### src/rtl/uart_rx_ctrl.sv
// rtl/uart_rx_ctrl.sv - UART receive sequencer with 3-sample majority vote and valid/ack delivery
//
// Purpose:
//   Receive-side sequencer for the UART Rx path. It detects the start bit on the
//   synchronized serial line. It majority-votes three mid-bit samples per bit and
//   shifts in DATA_BITS bits LSB-first. It checks the stop bit and presents each
//   completed word on a level valid / ack handshake. Framing and overrun events are
//   reported as single-cycle pulses. All sequencing advances only on sample_tick, so
//   the FSM is frozen between ticks regardless of gap length.
//
// Ports:
//   clk          in   system clock
//   rst          in   synchronous, active-high reset
//   sample_tick  in   1-cycle strobe at DIVISION x baud rate
//   rx_in        in   asynchronous serial line, idle high
//   rx_ack       in   consumer takes rx_data this cycle
//   rx_data      out  received word, stable while rx_valid=1
//   rx_valid     out  word available, held until rx_ack
//   frame_err    out  1-cycle pulse: stop-bit vote was 0
//   overrun_err  out  1-cycle pulse: new word delivered over an unacked one
//   busy         out  1 whenever the sequencer is not idle

module uart_rx_ctrl #(
    parameter int DIVISION  = 16,
    parameter int DATA_BITS = 8
) (
    input  logic                 clk,
    input  logic                 rst,
    input  logic                 sample_tick,
    input  logic                 rx_in,
    input  logic                 rx_ack,
    output logic [DATA_BITS-1:0] rx_data,
    output logic                 rx_valid,
    output logic                 frame_err,
    output logic                 overrun_err,
    output logic                 busy
);

    localparam int TW = $clog2(DIVISION);
    localparam int BW = (DATA_BITS > 1) ? $clog2(DATA_BITS) : 1;

    // Sample points sit just after the bit centre: MID, MID+1 captured, MID+2 votes.
    localparam logic [TW-1:0] TC_MID  = TW'(DIVISION / 2 - 1);
    localparam logic [TW-1:0] TC_MID1 = TW'(DIVISION / 2);
    localparam logic [TW-1:0] TC_VOTE = TW'(DIVISION / 2 + 1);
    localparam logic [TW-1:0] TC_LAST = TW'(DIVISION - 1);
    localparam logic [BW-1:0] BC_LAST = BW'(DATA_BITS - 1);

    typedef enum logic [2:0] {
        S_IDLE,
        S_START,
        S_DATA,
        S_STOP,
        S_BREAK
    } state_t;

    state_t                 r_state;
    state_t                 w_state_next;
    logic [1:0]             r_sync;
    logic [TW-1:0]          r_tick_cnt;
    logic [BW-1:0]          r_bit_cnt;
    logic                   r_cap0;
    logic                   r_cap1;
    logic [DATA_BITS-1:0]   r_shreg;

    logic                   w_rx_s;
    logic                   w_vote;
    logic                   w_vote_tick;
    logic                   w_end_tick;
    logic                   w_deliver;
    logic                   w_frame_bad;
    logic [DATA_BITS-1:0]   w_shift;

    assign w_rx_s      = r_sync[1];
    assign w_vote      = (r_cap0 & r_cap1) | (r_cap0 & w_rx_s) | (r_cap1 & w_rx_s);
    assign w_vote_tick = sample_tick && (r_tick_cnt == TC_VOTE);
    assign w_end_tick  = sample_tick && (r_tick_cnt == TC_LAST);
    // New bit enters at the MSB; after DATA_BITS shifts the first bit lands in bit 0.
    assign w_shift     = (r_shreg >> 1) | (DATA_BITS'(w_vote) << (DATA_BITS - 1));
    assign busy        = (r_state != S_IDLE);

    always_ff @(posedge clk) begin
        if (rst) begin
            r_state <= S_IDLE;
        end else begin
            r_state <= w_state_next;
        end
    end

    always_comb begin
        w_state_next = r_state;
        w_deliver    = 1'b0;
        w_frame_bad  = 1'b0;
        case (r_state)
            S_IDLE: begin
                if (sample_tick && !w_rx_s) begin
                    w_state_next = S_START;
                end
            end
            S_START: begin
                // A start bit that votes high was a glitch; abort silently.
                if (w_vote_tick && w_vote) begin
                    w_state_next = S_IDLE;
                end else if (w_end_tick) begin
                    w_state_next = S_DATA;
                end
            end
            S_DATA: begin
                if (w_end_tick && (r_bit_cnt == BC_LAST)) begin
                    w_state_next = S_STOP;
                end
            end
            S_STOP: begin
                // Return to idle at the stop vote, half a bit early, so the next
                // start edge is caught even with a slightly fast transmitter.
                if (w_vote_tick) begin
                    if (w_vote) begin
                        w_deliver    = 1'b1;
                        w_state_next = S_IDLE;
                    end else begin
                        w_frame_bad  = 1'b1;
                        w_state_next = S_BREAK;
                    end
                end
            end
            S_BREAK: begin
                // Hold off restarts until the line has returned high.
                if (sample_tick && w_rx_s) begin
                    w_state_next = S_IDLE;
                end
            end
            default: begin
                w_state_next = S_IDLE;
            end
        endcase
    end

    always_ff @(posedge clk) begin
        if (rst) begin
            r_sync      <= 2'b11;
            r_tick_cnt  <= '0;
            r_bit_cnt   <= '0;
            r_cap0      <= 1'b1;
            r_cap1      <= 1'b1;
            r_shreg     <= '0;
            rx_data     <= '0;
            rx_valid    <= 1'b0;
            frame_err   <= 1'b0;
            overrun_err <= 1'b0;
        end else begin
            r_sync      <= {r_sync[0], rx_in};
            frame_err   <= w_frame_bad;
            overrun_err <= w_deliver && rx_valid && !rx_ack;

            if (sample_tick) begin
                // The detecting tick counts as 0, so the first START tick is 1.
                if ((w_state_next == S_IDLE) || (r_state == S_BREAK)) begin
                    r_tick_cnt <= '0;
                end else if (r_state == S_IDLE) begin
                    r_tick_cnt <= TW'(1);
                end else if (r_tick_cnt == TC_LAST) begin
                    r_tick_cnt <= '0;
                end else begin
                    r_tick_cnt <= r_tick_cnt + TW'(1);
                end

                if (r_tick_cnt == TC_MID) begin
                    r_cap0 <= w_rx_s;
                end
                if (r_tick_cnt == TC_MID1) begin
                    r_cap1 <= w_rx_s;
                end

                if ((r_state == S_DATA) && (r_tick_cnt == TC_VOTE)) begin
                    r_shreg <= w_shift;
                end

                if (r_state == S_START) begin
                    r_bit_cnt <= '0;
                end else if ((r_state == S_DATA) && (r_tick_cnt == TC_LAST)
                             && (r_bit_cnt != BC_LAST)) begin
                    r_bit_cnt <= r_bit_cnt + BW'(1);
                end
            end

            // Delivery wins over a same-cycle ack: the new word stays valid.
            if (w_deliver) begin
                rx_data  <= r_shreg;
                rx_valid <= 1'b1;
            end else if (rx_ack) begin
                rx_valid <= 1'b0;
            end
        end
    end

endmodule
### config.mk
export PLATFORM = sky130hd
export DESIGN_NAME = uart_rx_ctrl
export DESIGN_NICKNAME = d
export VERILOG_FILES = /design/src/rtl/uart_rx_ctrl.sv
export SDC_FILE = /design/constraint.sdc
export NUM_CORES = 1
export LEC_CHECK = 0
export BUFFER_PORTS_ARGS = -buffer_cell sky130_fd_sc_hd__clkbuf_2
export CORE_ASPECT_RATIO = 1.25
export CORE_MARGIN = 5
export CORE_UTILIZATION = 35
export DETAILED_ROUTE_END_ITERATION = 8
export HOLD_SLACK_MARGIN = 0.12
export SLEW_MARGIN = 20
export SYNTH_ARGS = -nofsm -noshare
export SYNTH_HDL_FRONTEND = slang
export SYNTH_SLANG_ARGS = --single-unit
### constraint.sdc
create_clock -name clk -period 1.5 [get_ports clk]
set_input_delay 0 -clock clk [delete_from_list [all_inputs] [get_ports clk]]
set_output_delay 0 -clock clk [all_outputs]
set_load 0.03 [all_outputs]
==> flow_metrics.py <==
metrics = {
    "outcome": {
        "outcome": "finished with violations",
        "violations": "negative setup slack",
    },
    "floorplan": {
        "core_mm2": 0.00407,
        "die_y_um": 82.2,
        "num_rows": 26,
        "dieWidth_um": 67.8,
        "ios": 17,
        "initial_core_util_pct": 35.9,
        "dieArea_mm2": 0.00557,
    },
    "setup_path": {
        "worstPathCellList": "inv_4 -> ha_4 -> and4b_2 -> nand2_4 -> a22o_4 -> o311ai_2 -> a21oi_1",
        "r2r_start": "r_tick_cnt[1]",
        "cp.arrival_ns": 1.87,
        "end_kind": "flop",
        "cp_top_family": "compound AO/OA/AOI/OAI gates",
        "worst_ep_required_time_ns": 1.65,
        "timing.reg2reg.setup_slack_ns": -0.22,
        "crit_slowest_cell": "dfxtp_4",
        "path_buf_inv": 1,
        "r2r_end": "r_tick_cnt[3]",
        "worst_setup_path_start_kind": "flop",
        "worst-setup-path-type": "flop to flop",
        "max_stage_delay_ns": 0.37,
        "path_max_fanout": 5,
        "reg2reg_depth": 7,
    },
    "synth": {
        "synth_seq_area_share_pct": 45.2,
        "synth-seq-cells": 33,
        "ys_types": 36,
        "yosysWarnings": 0,
        "syn_area_mm2": 0.00146,
        "dominantRegCellSynth": "dfxtp_1",
        "syn-num-nets": 162,
        "avgSynthCellArea_um2": 9.61,
        "async_reset_ff_share_pct": 0,
        "synth-edff-count": 0,
        "syn_inst": 152,
    },
    "clock_network": {
        "cts_buffers": 5,
        "worstSkewPairLatency_ns": 0.29,
        "clkTransAtPathRegs_ns": 0.07,
        "cts_sinks": 33,
        "cts_tree": "done",
        "clockBufferDepth": 2,
        "htreeDepth": 2,
        "root_buffer": "clkbuf_8",
    },
    "global_route": {
        "grt_pass1_vias": 1297,
        "grt_pass1_wl_um": 5750,
        "grt_overflow_total": 0,
        "grt_antenna_before_repair": 0,
        "track_usage_pct": 13.7,
        "grt_max_degree": 26,
    },
    "timing": {
        "report.final.slew_viol_count": 0,
        "max_slew_margin_pct": 67.0,
        "fin_tns_setup_ns": -2.71,
        "period_minus_slack_ns": 1.72,
        "finalSetupViolCount": 24,
        "period_share_pct": 115,
        "skew_ns": 0.00622,
        "worstMarginPinSlew_ns": 0.495,
        "fmax_ghz": 0.581,
        "rsz0062_at_grt": "yes",
        "setup_slack_ns": -0.222,
        "hold_viol": 0,
    },
    "worst_hold_path": {
        "worstHoldEndpoint": "r_tick_cnt[0]",
        "min_path_cells": 4,
        "min_path_type": "primary input to flop",
        "hold_start": "sample_tick",
    },
    "run": {
        "max_cap_viol_count": 0,
    },
    "route": {
        "antenna_left": 0,
        "first_pass_iters": 4,
        "vias": 1231,
        "viasPerCell": 4.83,
        "drc": 0,
        "first_iter_violations": 58,
        "wl_per_cell_um": 13.6,
        "routed_wirelength_um": 3460,
    },
    "power": {
        "peakVddDrop_uv": 618,
        "cellLeakagePower_nw": 0.934,
        "power_mw": 1.62,
        "p_per_area_mw_per_mm2": 784,
    },
    "layout": {
        "diodes": 0,
        "area_growth_pct": 41.9,
        "final_nets": 208,
        "layout-drive-gt1-share_pct": 39.7,
    },
    "placed_design": {
        "gp_congestion": 0.811,
        "portBuffers": 16,
        "dpl.hpwl_um": 2340,
    },
}
cells in the mapped netlist, types with 2 or more instances:
master	n	area, µm²
a211o_1	3	26.3
a21oi_1	9	45.0
and3_1	2	12.5
buf_2	3	15.0
clkbuf_1	3	11.3
dfxtp_1	33	661
ha_1	5	62.6
inv_1	6	22.5
mux2i_1	17	170
nand2_1	2	7.51
nand2b_1	9	56.3
nand3_1	4	20.0
nand4_1	2	12.5
nor2_1	23	86.3
nor2b_1	5	31.3
nor3_1	2	10.0
o311ai_1	3	26.3
or2_2	2	12.5
or3_1	2	12.5
logic make-up after synthesis:
logic type               synth area share [%]
flip-flops                               45.2
AND/OR/NAND/NOR                          22.2
buffers and inverters                    4.11
AO/OA/AOI/OAI                            11.8
multiplexers                             11.7
adder cells (fa/ha/maj)                  4.97
state kept, by name, summed over array words and instances (netlist names):
name / cells
r_tick_cnt: 4
r_state: 3
r_shreg: 8
frame_err: 1
overrun_err: 1
r_cap1: 1
r_sync: 2
r_bit_cnt: 3
r_cap0: 1
rx_valid: 1
rx_data: 8
metal layers:
| layer | GRT usage (%) | part of all wire, % |
|---|---|---|
| met5 | 0 | 0 |
| met4 | 4.77 | 2.8 |
| met3 | 4.33 | 3.7 |
| met2 | 23.5 | 51 |
| met1 | 16.0 | 43 |
layout by cell type, fill, tap and decap left out, drive strengths merged:
master and count:
nand3 5, a22o 1, and3 2, nand2 2
or3 2, clkbuf 21, nor2 23, maj3 1
ha 5, buf 27, a21oi 9, clkinv 2
clkinvlp 1, o221ai 1, o21ai 1, a2bb2oi 1
o311ai 3, and4 1, inv 6, dlygate4sd3 3
o41ai 1, a211o 3, and4b 1, dfxtp 33
o32ai 1, nand4 2, o31ai 2, nor2b 5
nor3 2, nand4b 1, nor4 1, mux2i 17
or2b 1, nand2b 9, or3b 1, or2 2
metrics by stage:
stage	area, µm²	hold slack (ns)	setup slack (ns)	utilization (%)	instances
after floorplan	1490	0.0716	-0.0675	-	152
after global placement	1750	0.185	-0.165	43.0	238
after detailed placement	1750	0.193	-0.214	43.0	238
after CTS	1940	0.142	-0.177	47.7	253
after global routing	2070	0.199	-0.296	51.0	255
final	2070	0.159	-0.222	51.0	255
worst max-delay path by stage:
stage / start / end / cells past startpoint
4_1_cts: r_tick_cnt[1] / r_tick_cnt[3] / 7
3_5_place_dp: r_tick_cnt[1] / r_tick_cnt[3] / 7
2_1_floorplan: r_tick_cnt[1] / r_tick_cnt[0] / 8
6_report: r_tick_cnt[1] / r_tick_cnt[3] / 7
5_1_grt: r_tick_cnt[1] / r_tick_cnt[0] / 7
3_3_place_gp: r_tick_cnt[1] / r_tick_cnt[0] / 7
where the power goes:
part	internal (mW)	switching (mW)
clock	0.320	0.333
combinational	0.0423	0.0461
sequential	0.878	0.00453
total	1.24	0.384
layout make-up:
class / count / area, µm²
clock buffers: 5 / 68.8
inverters: 6 / 25.0
well taps: 56 / 70.1
clock inverters: 3 / 17.5
repair buffers: 46 / 328
flip-flops and latches: 33 / 669
fillers: 388 / 1990
multi-input cells: 106 / 893
tightest hold or removal path: stages:
cell	delay [ns]
clkbuf_2	0.11
buf_4	0.17
o311ai_2	0.06
a21oi_1	0.07
timing repair:
item | in CTS | in global routing
cloned | 1 | 0
endpoints found under the hold margin | 5 | 0
endpoints found under the setup margin | 27 | 27
setup buffers | 3 | 2
resized for setup | 12 | 21
hold buffers | 3 | 0
pin swaps | 6 | 6
Power figures use the tool's default switching activity.
